`config.mk`:
```
export PLATFORM = sky130hd
export DESIGN_NAME = alu_result_queue
export DESIGN_NICKNAME = d
export VERILOG_FILES = /design/src/rtl/alu_pkg.sv /design/src/rtl/alu_flag_gen.sv /design/src/rtl/alu_result_queue.sv
export SDC_FILE = /design/constraint.sdc
export NUM_CORES = 1
export LEC_CHECK = 0
export CAP_MARGIN = 10
export CORE_ASPECT_RATIO = 1.25
export CORE_UTILIZATION = 45
export CTS_BUF_LIST = sky130_fd_sc_hd__clkbuf_8
export DETAILED_ROUTE_END_ITERATION = 8
export PLACE_DENSITY = 0.68
export SETUP_SLACK_MARGIN = 0.1
export SLEW_MARGIN = 5
export SYNTH_ARGS = -nofsm -noshare
export SYNTH_HDL_FRONTEND = slang
export SYNTH_SLANG_ARGS = --single-unit
```
`constraint.sdc`:
```
create_clock -name clk -period 7.6 [get_ports clk]
set_clock_uncertainty 0.15 [all_clocks]
set_input_delay 1.52 -clock clk [delete_from_list [all_inputs] [get_ports clk]]
set_output_delay 1.52 -clock clk [all_outputs]
set_load 0.005 [all_outputs]
```
`src/rtl/alu_pkg.sv`:
```
// alu_pkg
// Shared ALU definitions: opcode encodings, the index of each flag bit inside
// the 4-bit flag vector {C,D,N,Z}, and the flag vector type.
// No ports (package).

package alu_pkg;

  localparam logic [3:0] OP_ADD  = 4'd0;
  localparam logic [3:0] OP_SUB  = 4'd1;
  localparam logic [3:0] OP_MUL  = 4'd2;
  localparam logic [3:0] OP_DIV  = 4'd3;
  localparam logic [3:0] OP_AND  = 4'd4;
  localparam logic [3:0] OP_OR   = 4'd5;
  localparam logic [3:0] OP_XOR  = 4'd6;
  localparam logic [3:0] OP_NOT  = 4'd7;
  localparam logic [3:0] OP_NAND = 4'd8;
  localparam logic [3:0] OP_NOR  = 4'd9;
  localparam logic [3:0] OP_MOD  = 4'd10;
  localparam logic [3:0] OP_SHL  = 4'd11;
  localparam logic [3:0] OP_SHR  = 4'd12;

  // Highest opcode the ALU defines; anything above is treated as illegal.
  localparam logic [3:0] OP_LAST = OP_SHR;

  localparam int FLAG_Z = 0;
  localparam int FLAG_N = 1;
  localparam int FLAG_D = 2;
  localparam int FLAG_C = 3;

  localparam int FLAGS_W = 4;
  typedef logic [FLAGS_W-1:0] flags_t;

endpackage

```
`src/rtl/alu_flag_gen.sv`:
```
// alu_flag_gen
// Combinational clean-up of an ALU result before it is queued: illegal
// opcodes and division/modulo by zero are forced to a zero result, and the
// {C,D,N,Z} flags are derived from the cleaned result.
// Flag generation exists only when ALU_RESULT_QUEUE_FLAGS_EN is defined;
// otherwise the result passes through untouched and flags are zero.
//
// Ports:
//   result       in   RES_W  raw ALU result
//   op           in   4      opcode that produced the result
//   y_zero       in   1      y operand was zero
//   clean_result out  RES_W  result to store
//   flags        out  4      {C,D,N,Z}

module alu_flag_gen #(
  parameter int RES_W = 8
) (
  input  logic [RES_W-1:0] result,
  input  logic [3:0]       op,
  input  logic             y_zero,
  output logic [RES_W-1:0] clean_result,
  output logic [3:0]       flags
);

`ifdef ALU_RESULT_QUEUE_FLAGS_EN
  import alu_pkg::*;

  // The flags are computed from the already-cleaned result so that a forced
  // zero always reports Z=1 and N=0.
  always_comb begin
    clean_result = result;
    flags        = '0;
    if (op > OP_LAST) begin
      clean_result = '0;
    end else if ((op == OP_DIV || op == OP_MOD) && y_zero) begin
      clean_result  = '0;
      flags[FLAG_D] = 1'b1;
    end
    flags[FLAG_Z] = (clean_result == '0);
    flags[FLAG_N] = clean_result[RES_W-1];
    flags[FLAG_C] = (op == OP_ADD) && clean_result[4];
  end
`else
  // Without flag generation the opcode and zero indication have no effect.
  logic unused_ctl;
  assign unused_ctl   = ^{op, y_zero};
  assign clean_result = result;
  assign flags        = '0;
`endif

endmodule

```
`src/rtl/alu_result_queue.sv`:
```
// alu_result_queue
// Small FIFO that buffers ALU results (with opcode and optional flags)
// between a producer and a consumer using valid/ready handshakes on both
// sides. The head entry is presented directly from the storage registers.
// Optional feature macro: ALU_RESULT_QUEUE_FLAGS_EN (flag generation/storage).
//
// Ports:
//   clk        in   1      clock, rising edge
//   rst        in   1      synchronous active-high reset
//   in_valid   in   1      producer offers a result
//   in_ready   out  1      queue not full
//   in_result  in   RES_W  ALU result
//   in_op      in   4      opcode
//   in_y_zero  in   1      y operand was zero
//   out_valid  out  1      queue not empty
//   out_ready  in   1      consumer takes head
//   out_result out  RES_W  head result
//   out_op     out  4      head opcode
//   out_flags  out  4      head flags {C,D,N,Z}
//   count      out  5      occupancy 0..DEPTH

module alu_result_queue #(
  parameter int DEPTH = 4,
  parameter int RES_W = 8
) (
  input  logic             clk,
  input  logic             rst,
  input  logic             in_valid,
  output logic             in_ready,
  input  logic [RES_W-1:0] in_result,
  input  logic [3:0]       in_op,
  input  logic             in_y_zero,
  output logic             out_valid,
  input  logic             out_ready,
  output logic [RES_W-1:0] out_result,
  output logic [3:0]       out_op,
  output logic [3:0]       out_flags,
  output logic [4:0]       count
);

  import alu_pkg::*;

  localparam int PTR_W = $clog2(DEPTH);

  logic [PTR_W-1:0] wr_ptr;
  logic [PTR_W-1:0] rd_ptr;
  logic [RES_W-1:0] mem_result [DEPTH];
  logic [3:0]       mem_op     [DEPTH];
  logic [RES_W-1:0] clean_result;
  flags_t           gen_flags;
  logic             push;
  logic             pop;

  alu_flag_gen #(.RES_W(RES_W)) u_flag_gen (
    .result       (in_result),
    .op           (in_op),
    .y_zero       (in_y_zero),
    .clean_result (clean_result),
    .flags        (gen_flags)
  );

  // Full/empty come straight from the occupancy counter, so in_ready never
  // depends on out_ready.
  assign in_ready  = (count != 5'(DEPTH));
  assign out_valid = (count != 5'd0);
  assign push      = in_valid && in_ready;
  assign pop       = out_valid && out_ready;

  // Storage is cleared on reset so the head outputs read zero afterwards.
  // Pointers are PTR_W bits wide and DEPTH is a power of two, so they wrap
  // naturally.
  always_ff @(posedge clk) begin
    if (rst) begin
      wr_ptr <= '0;
      rd_ptr <= '0;
      count  <= '0;
      for (int i = 0; i < DEPTH; i++) begin
        mem_result[i] <= '0;
        mem_op[i]     <= '0;
      end
    end else begin
      if (push) begin
        mem_result[wr_ptr] <= clean_result;
        mem_op[wr_ptr]     <= in_op;
        wr_ptr             <= wr_ptr + PTR_W'(1);
      end
      if (pop) begin
        rd_ptr <= rd_ptr + PTR_W'(1);
      end
      unique case ({push, pop})
        2'b10:   count <= count + 5'd1;
        2'b01:   count <= count - 5'd1;
        default: count <= count;
      endcase
    end
  end

  assign out_result = mem_result[rd_ptr];
  assign out_op     = mem_op[rd_ptr];

`ifdef ALU_RESULT_QUEUE_FLAGS_EN
  flags_t mem_flags [DEPTH];

  always_ff @(posedge clk) begin
    if (rst) begin
      for (int i = 0; i < DEPTH; i++) begin
        mem_flags[i] <= '0;
      end
    end else if (push) begin
      mem_flags[wr_ptr] <= gen_flags;
    end
  end

  assign out_flags = mem_flags[rd_ptr];
`else
  // No flag storage in this build; the generator's zero flags are dropped.
  flags_t unused_gen_flags;
  assign unused_gen_flags = gen_flags;
  assign out_flags        = '0;
`endif

endmodule

```
==> results of run 1 <==
-- placed cells by master, fill, tap and decap left out, types with 2 or more instances in the layout --
| cell | Yosys | layout |
|---|---|---|
| a21oi_1 | 5 | 5 |
| clkdlybuf4s50_1 | 0 | 34 |
| or3_4 | 2 | 2 |
| mux4_2 | 12 | 12 |
| xor2_1 | 3 | 3 |
| xnor2_1 | 2 | 2 |
| nor2_1 | 63 | 63 |
| clkbuf_8 | 1 | 11 |
| conb_1 | 1 | 4 |
| clkinvlp_4 | 0 | 2 |
| edfxtp_1 | 48 | 48 |
| nand2b_1 | 17 | 17 |
| ha_1 | 4 | 4 |
| dfxtp_1 | 11 | 11 |
| inv_1 | 5 | 6 |
| clkinv_2 | 0 | 2 |
-- power breakdown --
part	total [W]	switching (W)	internal [W]
Combinational	0.000361	0.000156	0.000206
Sequential	0.000460	0.0000488	0.000411
Clock	0.000252	0.000119	0.000133
-- tightest hold or removal path: stages (launching register included) --
cell	delay (ns)
dfxtp_1	0.32
xor2_1	0.06
nor2_1	0.11
-- cell usage after synthesis, types with 2 or more instances --
| master | number |
|---|---|
| ha_1 | 4 |
| buf_6 | 2 |
| edfxtp_1 | 48 |
| xnor2_1 | 2 |
| buf_4 | 4 |
| xor2_1 | 3 |
| dfxtp_1 | 11 |
| nor2_1 | 63 |
| inv_1 | 5 |
| or3_4 | 2 |
| a21oi_1 | 5 |
| clkbuf_1 | 5 |
| nand2b_1 | 17 |
| buf_2 | 2 |
| mux4_2 | 12 |
-- flip-flops by register name, indices dropped and copies added, names as in the netlist, named ones only --
signal / count
count: 5
mem_op: 16
mem_result: 32
rd_ptr: 2
wr_ptr: 2
-- layer usage --
layer | global-route usage, % | share of wire [%]
met1 | 19.15 | 40
met2 | 31.00 | 52
met3 | 4.670 | 6.5
met4 | 11.09 | 1.7
met5 | 0 | 0
-- per-stage QoR --
step	utilization, %	total power [W]	hold WS, ns
final	55.88	0.001073	0.3909
after floorplan	-	0.0006868	0.3347
after detailed placement	52.76	0.0008323	0.3709
after global routing	55.88	0.001141	0.4222
after global placement	52.76	0.0008275	0.3574
after CTS	55.88	0.001085	0.3998
-- worst min-delay path by stage --
stage                                  end  slack (ns)
floorplan                        flip-flop        0.33
global placement                 flip-flop        0.36
detailed placement               flip-flop        0.37
CTS                 rd_ptr[0]$_SDFFE_PP0P_        0.40
global route        rd_ptr[1]$_SDFFE_PP0P_        0.42
finish              rd_ptr[1]$_SDFFE_PP0P_        0.39
-- area by class of cell --
type                       instances  area, sq um  area share (%)
clock buffer                      11        151.4           4.688
clock inverter                     5        28.78          0.8911
inverter                           5        18.77          0.5812
multi-input combinational        129        938.4           29.06
sequential                        59         1662           51.45
tap                               66        82.58           2.557
timing repair buffer              35        347.8           10.77
-- cell families after synthesis --
kind of cell / share of synthesized area, %
buffers and inverters: 4.213
AO/OA/AOI/OAI: 2.917
XOR/XNOR: 1.621
other: 0.1388
AND/OR/NAND/NOR: 16.25
adder cells (fa/ha/maj): 2.593
flip-flops: 61.48
multiplexers: 10.79
==> results.cfg, run 1 <==
[worst_setup_path]
critPathLaunchType = flip-flop
cp.depth = 2
reg2reg_to = count[4]$_SDFFE_PP0P_
reg2regPathDepth = 9
endpoint_kind = output pin
required_ns = 5.93
reg2reg_slack_ns = 4.24
cpPeakStageDelay_ns = 0.87
cpMaxStageDelayCell = dfxtp_1
path_class = reg -> out
path_delay_family = flip-flops
cp.arrival_ns = 2.28
crit_end = out_result[7]
critPathBufInv = 1
path_cells = mux4_2 -> clkdlybuf4s50_1
crit_fanout = 12
reg2reg_from = count[0]$_SDFFE_PP0P_

[final_layout]
layout-drive-gt1-share_pct = 14.34
layout.nets = 261
diodes = 0
final_area_sq_um = 3229
fillers = 487
syn_to_final_growth_pct = 19.49
fin_cells = 310

[placement]
place_area_sq_um = 3049
place_congestion = 0.7041
io_buffers = 34
pre_cts_slack_ns = 3.312
dp_cells = 294
dp_hpwl_mm = 3.017

[min_path]
hold_path.class = reg -> reg
hold_path.startpoint = rd_ptr[1]$_SDFFE_PP0P_
hold_depth = 2

[drt]
drt_iter0_drc = 87
dr.pass1.iters = 7
drc = 3
avgViaCountPerCell = 5.155
wl_per_cell_um = 15.59
postRouteAntennaNets = 0
wl_mm = 4.832
via_count = 1598

[logic_synthesis]
avgSynthCellArea_sq_um = 13.25
synth_top_area_share_pct = 53.33
synthArstFlopShare_pct = 0
synth-seq-cells = 59
ys.flop_type = edfxtp_1
synth_area_leader_cell = edfxtp_1
syn_area_sq_um = 2703
synth.area.top_cells = edfxtp_1 (53%), mux4_2 (10%), nor2_1 (8.8%)
synth_cell_types = 34
synthCells = 204
yosysSeqAreaShare_pct = 61.48
synth-edff-count = 48
ys.warnings.count = 0

[sta]
tightest_slew_ns = 0.8448
fin_ws_ns = 3.648
hold_violations = 0
period_share_pct = 52.00
rsz0062_at_grt = no
finalCriticalPeriod_ns = 3.952
relSlewSlack_pct = 43.60
fmax_ghz = 0.2531
setup_tns_ns = 0
setup_viol = 0
drv_slew = 0

[global_routing]
gr-total-overflow = 0
grt_start_max_net_pins = 30
grt.total_usage_pct = 17.69
grt_pass1_vias = 1588
grt_pass1_wl_mm = 7.817
antenna_found_initial = 0

[power_and_ir_drop]
irDropWorstVdd_mv = 0.2370
p_leak_nw = 1.180
power_density_nw_per_um2 = 332.4

[cts]
clk_latency_ns = 0.34
tritoncts = yes
cts_resized = 0
cts_buffers = 9
cts_sinks = 59
path_clk_slew_ns = 0.06
h-tree-depth = 3
clockBufferDepth = 2
root_buffer = clkbuf_8
cts_setup_buffers = 0
ctsHoldBuffers = 0

[floorplan]
die_h_um = 88.65
pin_count = 40
fp-row-count = 31
coreArea_sq_um = 5779
dieArea_sq_um = 6322
start_util_pct = 46.76
die_w_um = 71.32

[status]
outcome = complete, but fails checks
failed_checks = design-rule violations

[run]
cap_violations = 0
No activity file was read; power rests on OpenSTA's default activity.
==> run 2, diff against run 1 <==
==> constraint.sdc (replaced) <==
create_clock -name clk -period 4.1 [get_ports clk]
set_clock_uncertainty 0.15 [all_clocks]
set_input_delay 0.82 -clock clk [delete_from_list [all_inputs] [get_ports clk]]
set_output_delay 0.82 -clock clk [all_outputs]
set_load 0.005 [all_outputs]
==> run 2 against run 1 <==
The flow still finishes with violations (design-rule violations); count of clock-buffer cells in the layout increased by 2; design area rose by 1.4%; flip-flop and latch count did not move; critical path depth is 7 higher; cell count grew 0.32%.
==> results.cfg, run 2 (synthesis results as in run 1) <==
[floorplan]
start_util_pct = 46.76
dieArea_sq_um = 6322
coreArea_sq_um = 5779
die_w_um = 71.32
die_h_um = 88.65
fp-row-count = 31
pin_count = 40

[placement]
place_area_sq_um = 3057
place_congestion = 0.7367
dp_hpwl_mm = 3.221
io_buffers = 34

[cts]
tritoncts = yes
cts_sinks = 59
root_buffer = clkbuf_8
path_clk_slew_ns = 0.06
cts_buffers = 9
clockBufferDepth = 2
cts_setup_buffers = 0
ctsHoldBuffers = 0
clk_latency_ns = 0.32
cts_resized = 0
h-tree-depth = 3

[worst_setup_path]
cp.arrival_ns = 3.43
critPathLaunchType = flip-flop
crit_path_start = count[0]$_SDFFE_PP0P_
required_ns = 4.17
path_class = reg -> reg
endpoint_kind = flip-flop
reg2reg_from = count[0]$_SDFFE_PP0P_
crit_fanout = 17

[power_and_ir_drop]
p_leak_nw = 1.211
irDropWorstVdd_mv = 0.4712
power_density_nw_per_um2 = 637.8

[sta]
setup_tns_ns = 0
setup_viol = 0
tightest_slew_ns = 0.6967
drv_slew = 0
fmax_ghz = 0.2974
finalCriticalPeriod_ns = 3.363
period_share_pct = 82.02
relSlewSlack_pct = 53.56
fin_hold_ws_ns = 0.3867
hold_violations = 0
rsz0062_at_grt = no

[run]
cap_violations = 0

[final_layout]
final_core_util_pct = 56.64
largest_register_ff_count = 32
mostFrequentLayoutCells = nor2_1 (63), edfxtp_1 (48), clkdlybuf4s50_1 (34)
layout-drive-gt1-share_pct = 14.29
final_area_sq_um = 3273
largest-register = mem_result
diodes = 0
layout.nets = 262
top_regs = mem_result x32, mem_op x16, count x5
syn_to_final_growth_pct = 21.11
final_common_cell = nor2_1

[drt]
wl_mm = 4.981
avgViaCountPerCell = 5.203
postRouteAntennaNets = 0
dr.pass1.iters = 6
drt_iter0_drc = 114
drc = 3
via_count = 1618
wl_per_cell_um = 16.02

[global_routing]
grt_pass1_wl_mm = 7.838
grt_pass1_vias = 1630
grt.total_usage_pct = 17.62
grt_start_max_net_pins = 19
gr-total-overflow = 0
antenna_found_initial = 0

[status]
outcome = complete, but fails checks
failed_checks = design-rule violations

[min_path]
hold_path.class = reg -> reg
hold_path.startpoint = rd_ptr[1]$_SDFFE_PP0P_
[run 2: cell count changes in the layout (fill, tap and decap cells not counted)]
cell / delta
buf_4: +1
bufinv_16: +1
clkbuf_8: +2
clkinv_2: -2
clkinvlp_4: -2
inv_1: +1
[run 2: power by group]
part / leakage [nW] / switching (W) / total (W) / internal [W]
sequential: 0.593 / 0.0000605 / 0.000823 / 0.000762
combinational: 0.499 / 0.000321 / 0.000708 / 0.000387
clock: 0.118 / 0.000214 / 0.000557 / 0.000343
total: 1.21 / 0.000596 / 0.00209 / 0.00149
[run 2: through the flow]
step	power (W)	instances	setup WS, ns
after floorplan	0.001273	207	0.9933
after global placement	0.001541	295	0.5280
after detailed placement	0.001555	295	0.4943
after CTS	0.002113	311	0.6978
after global routing	0.002202	311	0.5211
final	0.002088	311	0.7370
[run 2: area by class of cell]
cell class / instances / area (sq um)
fillers: 496 / 2506
flip-flops and latches: 59 / 1662
multi-input cells: 129 / 938.4
repair buffers: 36 / 355.3
clock buffers: 13 / 178.9
well taps: 66 / 82.58
clock inverters: 3 / 37.54
inverters: 5 / 18.77
[run 2: critical path: stages, from the launching register on]
cell,delay (ns)
dfxtp_1,0.36
or4_4,0.58
o21ai_4,0.45
ha_1,0.34
inv_1,0.10
fa_1,0.40
nand2b_1,0.16
a21oi_1,0.16
mux2i_1,0.21
mux2_2,0.34
[run 2: final timing paths]
kind         slack, ns  depth (start not counted)                     end
max reg2reg       0.74                          9   count[4]$_SDFFE_PP0P_
max               0.74                          9   count[4]$_SDFFE_PP0P_
min               0.39                          2  rd_ptr[1]$_SDFFE_PP0P_
min reg2reg       0.39                          2  rd_ptr[1]$_SDFFE_PP0P_
[run 2: routing by layer]
layer	part of all wire [%]	GRT usage, %	up-vias
met5	0	0	-
met4	1.6	11.27	0
met3	5.2	3.189	7
met2	52	31.26	54
met1	41	19.61	774
li1	-	-	783
==> run 3, diff against run 2 <==
==> constraint.sdc (replaced) <==
create_clock -name clk -period 3.1 [get_ports clk]
set_clock_uncertainty 0.15 [all_clocks]
set_input_delay 0.62 -clock clk [delete_from_list [all_inputs] [get_ports clk]]
set_output_delay 0.62 -clock clk [all_outputs]
set_load 0.005 [all_outputs]
==> run 3 against run 2 <==
Register-to-register slack lost 0.52 ns; hold slack lost 0.0053 ns; largest cell class unchanged; sequential share of layout area fell by 1.3 points; combinational power rose by 43%; the run still ends with design-rule violations left; largest power group unchanged; flip-flop and latch count unchanged.
==> results.cfg, run 3 (synthesis results as in run 1) <==
[floorplan]
fp-row-count = 31
pin_count = 40
dieArea_sq_um = 6322
die_h_um = 88.65
coreArea_sq_um = 5779
start_util_pct = 46.76
die_w_um = 71.32

[global_routing]
grt_pass1_wl_mm = 7.700
gr-total-overflow = 0
grt.total_usage_pct = 17.18
antenna_found_initial = 0
grt_pass1_vias = 1625
grt_start_max_net_pins = 17

[sta]
relSlewSlack_pct = 58.15
setup_viol = 0
fmax_ghz = 0.3466
fin_ws_ns = 0.2145
fin_hold_ws_ns = 0.3814
drv_slew = 0
finalCriticalPeriod_ns = 2.885
setup_tns_ns = 0
tightest_slew_ns = 0.6277
period_share_pct = 93.08
rsz0062_at_grt = no
hold_violations = 0

[final_layout]
fin_cells = 322
diodes = 0
layout.nets = 273
layout-drive-gt1-share_pct = 18.36
mostFrequentLayoutCells = nor2_1 (63), edfxtp_1 (48), clkdlybuf4s50_1 (34)
largest-register = mem_result
top_regs = mem_result x32, mem_op x16, count x5
final_common_cell = nor2_1
largest_register_ff_count = 32
syn_to_final_growth_pct = 24.35

[cts]
h-tree-depth = 3
cts_setup_buffers = 0
clockBufferDepth = 2
ctsHoldBuffers = 0
cts_sinks = 59
clk_latency_ns = 0.33
cts_buffers = 9
root_buffer = clkbuf_8
tritoncts = yes
cts_resized = 0
path_clk_slew_ns = 0.07

[worst_setup_path]
critPathLaunchType = flip-flop
crit_fanout = 5
required_ns = 3.17
path_class = reg -> reg
endpoint_kind = flip-flop
cp.arrival_ns = 2.96

[drt]
via_count = 1655
drt_iter0_drc = 88
postRouteAntennaNets = 0
dr.pass1.iters = 6
wl_mm = 4.950
wl_per_cell_um = 15.37
avgViaCountPerCell = 5.140
drc = 3

[placement]
place_congestion = 0.7548
pre_cts_slack_ns = 0.06541
dp_cells = 306
io_buffers = 34
dp_hpwl_mm = 3.355

[power_and_ir_drop]
power.switching_w = 0.0008067
pwr-share-comb_pct = 35.9
power_density_nw_per_um2 = 840.0
p_clk_share_pct = 26.0
irDropWorstVdd_mv = 0.5563
swShare_pct = 28.58
p_total_w = 0.002823
p_leak_nw = 1.257
power_frac_seq_pct = 38.1
internal-power_w = 0.002016

[status]
failed_checks = design-rule violations
outcome = complete, but fails checks

[min_path]
hold_path.class = reg -> reg

[run]
cap_violations = 0
run 3: cell types whose count changed in the layout (fill, tap and decap cells not counted), sizes merged:
cell	previous run	this run
clkinv	0	2
clkbuf	13	9
clkinvlp	0	1
buf	2	13
bufinv	1	2
run 3: final cells by class:
class | count | area [sq um]
inverters | 5 | 18.77
fillers | 479 | 2419
multi-input cells | 129 | 950.9
flip-flops and latches | 59 | 1662
well taps | 66 | 82.58
clock buffers | 9 | 123.9
repair buffers | 47 | 437.9
clock inverters | 7 | 85.08
run 3: through the flow:
stage	utilization [%]	cell area, sq um
after floorplan	-	2733
after global placement	54.54	3152
after detailed placement	54.54	3152
after CTS	58.15	3361
after global routing	58.15	3361
final	58.15	3361
run 3: final timing paths:
path / start / to / slack, ns / depth (start not counted)
min reg2reg: rd_ptr[1]$_SDFFE_PP0P_ / rd_ptr[1]$_SDFFE_PP0P_ / 0.38 / 2
min: rd_ptr[1]$_SDFFE_PP0P_ / rd_ptr[1]$_SDFFE_PP0P_ / 0.38 / 2
max reg2reg: count[4]$_SDFFE_PP0P_ / count[4]$_SDFFE_PP0P_ / 0.21 / 9
max: count[4]$_SDFFE_PP0P_ / count[4]$_SDFFE_PP0P_ / 0.21 / 9
run 3: worst max-delay path, cell delays in order (launching register included):
cell      delay, ns
dfxtp_1        0.34
or4_4          0.59
o21a_1         0.24
ha_4           0.17
buf_4          0.14
ha_1           0.32
nand2b_1       0.08
a21oi_1        0.17
mux2i_1        0.22
mux2_2         0.34
run 3: power groups by stage:
stage | clock network (W) | logic (W) | registers (W)
2_1_floorplan | 0 | 0.000617 | 0.00108
3_3_place_gp | 0 | 0.00102 | 0.00109
3_5_place_dp | 0 | 0.00102 | 0.00109
4_1_cts | 0.000750 | 0.00103 | 0.00108
5_1_grt | 0.000779 | 0.00111 | 0.00109
6_report | 0.000734 | 0.00101 | 0.00108
run 3: layer usage:
metal,vias to the layer above,GRT usage [%],routed length [um]
li1,806,-,-
met1,802,17.97,1944
met2,38,32.03,2744
met3,9,3.986,177
met4,0,9.091,84
met5,-,0,0
